`config.mk`:
```
export PLATFORM = sky130hd
export DESIGN_NAME = if_id_reg
export DESIGN_NICKNAME = d
export VERILOG_FILES = /design/src/rtl/if_id_reg.sv
export SDC_FILE = /design/constraint.sdc
export NUM_CORES = 1
export LEC_CHECK = 0
export ABC_AREA = 1
export BUFFER_PORTS_ARGS = -buffer_cell sky130_fd_sc_hd__buf_2
export CAP_MARGIN = 20
export CORE_MARGIN = 3
export CORE_UTILIZATION = 30
export DETAILED_ROUTE_END_ITERATION = 12
export GPL_TIMING_DRIVEN = 0
export HOLD_SLACK_MARGIN = 0.02
export PLACE_DENSITY_LB_ADDON = 0.08
export SETUP_SLACK_MARGIN = 0.02
export SYNTH_ARGS = -nofsm -noshare
export SYNTH_HDL_FRONTEND = slang
export SYNTH_SLANG_ARGS = --single-unit
```
`constraint.sdc`:
```
create_clock -name clk -period 4.08 [get_ports clk]
set_clock_uncertainty 0.15 [all_clocks]
set_input_delay 1.224 -clock clk [delete_from_list [all_inputs] [get_ports clk]]
set_output_delay 1.224 -clock clk [all_outputs]
set_load 0.005 [all_outputs]
```
`src/rtl/if_id_reg.sv`:
```
// IF/ID pipeline register: captures the fetched instruction/PC, tracks occupancy and hold time.
// Optional performance counters (fetch_cnt, stall_cnt) are compiled in when IFID_PERF_EN is defined.
module if_id_reg (
   input  logic        clk,
   input  logic        reset,
   input  logic [31:0] Instr_F,
   input  logic [31:0] PC_F,
   input  logic        En_IFID,
   input  logic        stall_md,
   input  logic        flush_D,
   output logic [31:0] Instr_D,
   output logic [31:0] PC_D,
   output logic [31:0] PC8_D,
   output logic        valid_D,
   output logic [1:0]  state_D,
   output logic [7:0]  hold_cnt,
   output logic [31:0] fetch_cnt,
   output logic [31:0] stall_cnt
);

   localparam int unsigned DATA_W  = 32;
   localparam int unsigned HOLD_W  = 8;
   localparam logic [DATA_W-1:0] RESET_PC = 32'h0000_3000;
   localparam logic [DATA_W-1:0] NOP      = 32'h0000_0000;
   localparam logic [HOLD_W-1:0] HOLD_MAX = 8'hFF;

   typedef enum logic [1:0] {
      ST_EMPTY = 2'd0,
      ST_VALID = 2'd1,
      ST_HELD  = 2'd2
   } state_t;

   state_t            state_q;
   state_t            state_nxt;
   logic [HOLD_W-1:0] hold_nxt;
   logic              advance_c;

   // Same gating as the PC register so both stages stall together.
   assign advance_c = En_IFID && !stall_md;

   always_ff @(posedge clk or posedge reset) begin
      if (reset) begin
         state_q  <= ST_EMPTY;
         hold_cnt <= '0;
      end else begin
         state_q  <= state_nxt;
         hold_cnt <= hold_nxt;
      end
   end

   // Next occupancy state and saturating hold counter; a hold overrides a flush.
   always_comb begin
      state_nxt = state_q;
      hold_nxt  = hold_cnt;
      if (advance_c) begin
         state_nxt = flush_D ? ST_EMPTY : ST_VALID;
         hold_nxt  = '0;
      end else begin
         case (state_q)
            ST_EMPTY: if (valid_D) state_nxt = ST_HELD;
            ST_VALID: if (valid_D) state_nxt = ST_HELD;
            ST_HELD:  state_nxt = ST_HELD;
            default:  state_nxt = ST_EMPTY;
         endcase
         if (state_nxt == ST_HELD && hold_cnt != HOLD_MAX)
            hold_nxt = hold_cnt + HOLD_W'(1);
      end
   end

   assign state_D = 2'(state_q);

   always_ff @(posedge clk or posedge reset) begin
      if (reset) begin
         Instr_D <= NOP;
         PC_D    <= RESET_PC;
         PC8_D   <= RESET_PC + DATA_W'(8);
         valid_D <= 1'b0;
      end else if (advance_c) begin
         Instr_D <= flush_D ? NOP : Instr_F;
         PC_D    <= PC_F;
         PC8_D   <= PC_F + DATA_W'(8);
         valid_D <= !flush_D;
      end
   end

`ifdef IFID_PERF_EN
   always_ff @(posedge clk or posedge reset) begin
      if (reset) begin
         fetch_cnt <= '0;
         stall_cnt <= '0;
      end else begin
         if (advance_c && !flush_D) fetch_cnt <= fetch_cnt + DATA_W'(1);
         if (!advance_c)            stall_cnt <= stall_cnt + DATA_W'(1);
      end
   end
`else
   assign fetch_cnt = '0;
   assign stall_cnt = '0;
`endif

endmodule

```
==> summary.md <==
| Metric | Value |
|---|---|
| Status | completed |
| Post-layout net count | 1018 |
| Worst min path class | reg -> reg |
| CTS buffer count | 9 |
| Tot GR Track Use | 16.2% |
| Distinct cells, synth | 33 |
| H-tree depth | 3 |
| Switching power | 0.798 mW |
| Critical path buffer and inverter count | 2 |
| Slew Limit Fails | 0 |
| CP max FO | 3 |
| Antenna-violating nets left | 0 |
| DR vias | 4880 |
| Clock power frac | 34.7% |
| CTS clk-pin slew, worst paths | 70 ps |
| Min Hold Slack | 325 ps |
| Final-report setup violation count | 0 |
| Critical path class | reg -> out |
| Post-CTS Setup Bufs | 0 |
| Crit start category | flop |
| Crit path max-delay family | flip-flops |
| Synth warnings | 0 |
| Fmax | 0.418 GHz |
| CTS Hold Bufs | 0 |
| Area share of xor/xnor cells in the synthesized design | 0.470% |
| Height of the die | 142 um |
| Worst vdd ir | 214 uV |
| Vias in the first global route | 4674 |
| Total global routing overflow | 0 |
| Initial antenna violation count | 2 |
| Drt drc | 0 |
| Synth top area cells | dfrtp_1 (44%), nand2_1 (17%), buf_4 (9.1%) |
| Wire per inst | 14.1 um |
| PortBufs | 175 |
| I/O pin total | 240 |
| Core Region | 18100 um2 |
| Sequential share of power | 44.6% |
| Worst path slowest cell | dfrtp_1 |
| Total power divided by cell area | 377 nW/um2 |
| Mapped Cells | 696 |
| Most common cell after layout, fill and taps aside | nand2_1 |
| Drt first pass iters | 4 |
| Starting Density | 30.8% |
| Sequential-to-total area share from yosys stat | 46.7% |
| Avg Cell Area, Syn | 8.03 um2 |
| Rows | 49 |
| Most frequent cells in the layout | nand2_1 (255), buf_2 (189), dfrtp_1 (99), buf_4 (68), inv_1 (66) |
| Layout Utilization | 40.6% |
| Max transition margin | 47.1% |
| DRT iter0 DRCs | 232 |
| Deepest clock path buffer count | 2 |
| Synth top area share | 44.3% |
| Mux share of post-synthesis cell area | 0% |
| Cts repair resizes | 0 |
| Synth Register Bits | 104 |
| Area Overhead vs Synth | 31.7% |
| Drt total wl | 16700 um |
| Total negative slack | 0 ps |
| Final Hold Viols | 0 |
| Post-synthesis adder-cell area fraction | 0.448% |
| Vias per std cell | 4.13 |
| Layout cells sized above 1 | 35.4% |
| Largest net degree at the start of global routing | 41 |
| Worst slew pin tran | 792 ps |
| Period utilisation layout | 58.7% |
| Int Pwr | 1.98 mW |
| Switching share of power | 28.7% |
| Critical-path cell list | buf_4 -> buf_2 |
| Post-synthesis simple-gate area fraction | 29.0% |
| P_leak | 4.29 nW |
| Root buf cell | clkbuf_16 |
| DIE AREA | 20300 um2 |
| Sink Count | 104 |
| Gate power share | 20.6% |
| Largest family of logic cells by synthesized area | simple AND/OR/NAND/NOR gates |
| Clk_lat worst skew | 350 ps |
| Crit path time final | 2390 ps |
| CTS tree | built |
| Post-DP HPWL | 13100 um |
| Final GP Congestion | 0.818 |
| Worst EP arrival | 1020 ps |
| Worst Path Required | 2710 ps |
| Max-cap violations | 0 |
| Inserted Diodes | 0 |
| Synth area leader | dfrtp_1 |
| Chip width | 142 um |
| RSZ-0062 raised after global routing | false |
| Crit-path max cell delay | 420 ps |
| First-pass GRT wire length | 25700 um |
| Crit. End Element | output port |
| Mapped Area | 5590 um2 |
| Complex-gate fraction of the synthesized area | 7.46% |
-- worst register-to-register path, stage by stage, from the launching register on --
cell	delay, ps
dfrtp_1	420
ha_1	240
nand2_1	120
nor2_1	80
a21oi_2	400
nor2_4	120
nand2_1	90
nand2_1	50
-- metrics by stage --
step / total power [mW] / worst slack, ps / cells / instance area [um2]
after global routing: 2.95 / 1630 / 1181 / 7360
final: 2.78 / 1690 / 1181 / 7360
after floorplan: 1.57 / 1460 / 759 / 5830
after CTS: 2.83 / 1670 / 1181 / 7360
after detailed placement: 1.84 / 1410 / 1165 / 7030
after global placement: 1.84 / 603 / 1163 / 6990
-- flip-flops by register name, indices dropped and copies added, names as in the netlist --
name      cells
Instr_D      32
PC8_D        29
PC_D         32
hold_cnt      8
state_D       2
valid_D       1
-- path summary, 6_finish.rpt --
path / startpoint / end / slack [ps] / depth (start not counted)
max in group asynchronous: reset / PC_D[13]$_DFFE_PP1P_ / 2190 / 3
hold reg to reg: PC_D[29]$_DFFE_PP0P_ / PC_D[29]$_DFFE_PP0P_ / 320 / 2
min in group asynchronous: reset / Instr_D[10]$_DFFE_PP0P_ / 860 / 2
hold / removal: PC_D[29]$_DFFE_PP0P_ / PC_D[29]$_DFFE_PP0P_ / 320 / 2
setup / recovery: PC_D[2]$_DFFE_PP0P_ / PC_D[2] / 1690 / 2
setup reg to reg: hold_cnt[0]$_DFFE_PP0P_ / hold_cnt[4]$_DFFE_PP0P_ / 2320 / 7
-- cells by family (layout without fill, tap and decap cells) --
logic type               after synthesis  after routing
flip-flops                           104            104
AO/OA/AOI/OAI                         58             58
XOR/XNOR                               3              3
other                                  1             64
buffers and inverters                158            351
AND/OR/NAND/NOR                      370            370
adder cells (fa/ha/maj)                2              2
-- layer usage --
layer	GRT usage (%)	wire, um	vias up
li1	-	-	2529
met1	22.1	7620	2156
met2	25.4	7470	172
met3	4.27	1300	19
met4	4.90	238	4
met5	0	14	-
-- final cells by class --
type | instances | area (um2)
Inverter | 69 | 263
Tap cell | 229 | 287
Timing Repair Buffer | 177 | 916
Sequential cell | 104 | 2610
Buffer | 89 | 629
Fill cell | 1952 | 10800
Clock buffer | 10 | 239
Clock inverter | 6 | 91.3
Multi-Input combinational cell | 497 | 2330
-- synth_stat cells, drive strengths merged --
library cell	number
xor2	3
clkbuf	4
nor2	54
dfrtp	99
o31ai	1
nand2	262
and2	1
inv	69
o21bai	1
buf	85
dfstp	5
o21ai	52
o211ai	2
conb	1
a21oi	2
nor3b	1
nand4	11
or2	2
nand3b	6
nand3	33
ha	2
-- power groups by stage --
stage                     Combinational (mW)  Sequential [mW]  Clock [mW]
after floorplan                        0.304             1.27           0
final                                  0.573             1.24       0.965
after global routing                   0.654             1.26        1.04
after detailed placement               0.582             1.26           0
after CTS                              0.585             1.24        1.00
after global placement                 0.578             1.26           0
Note: power is estimated with default switching activity, not from simulation.
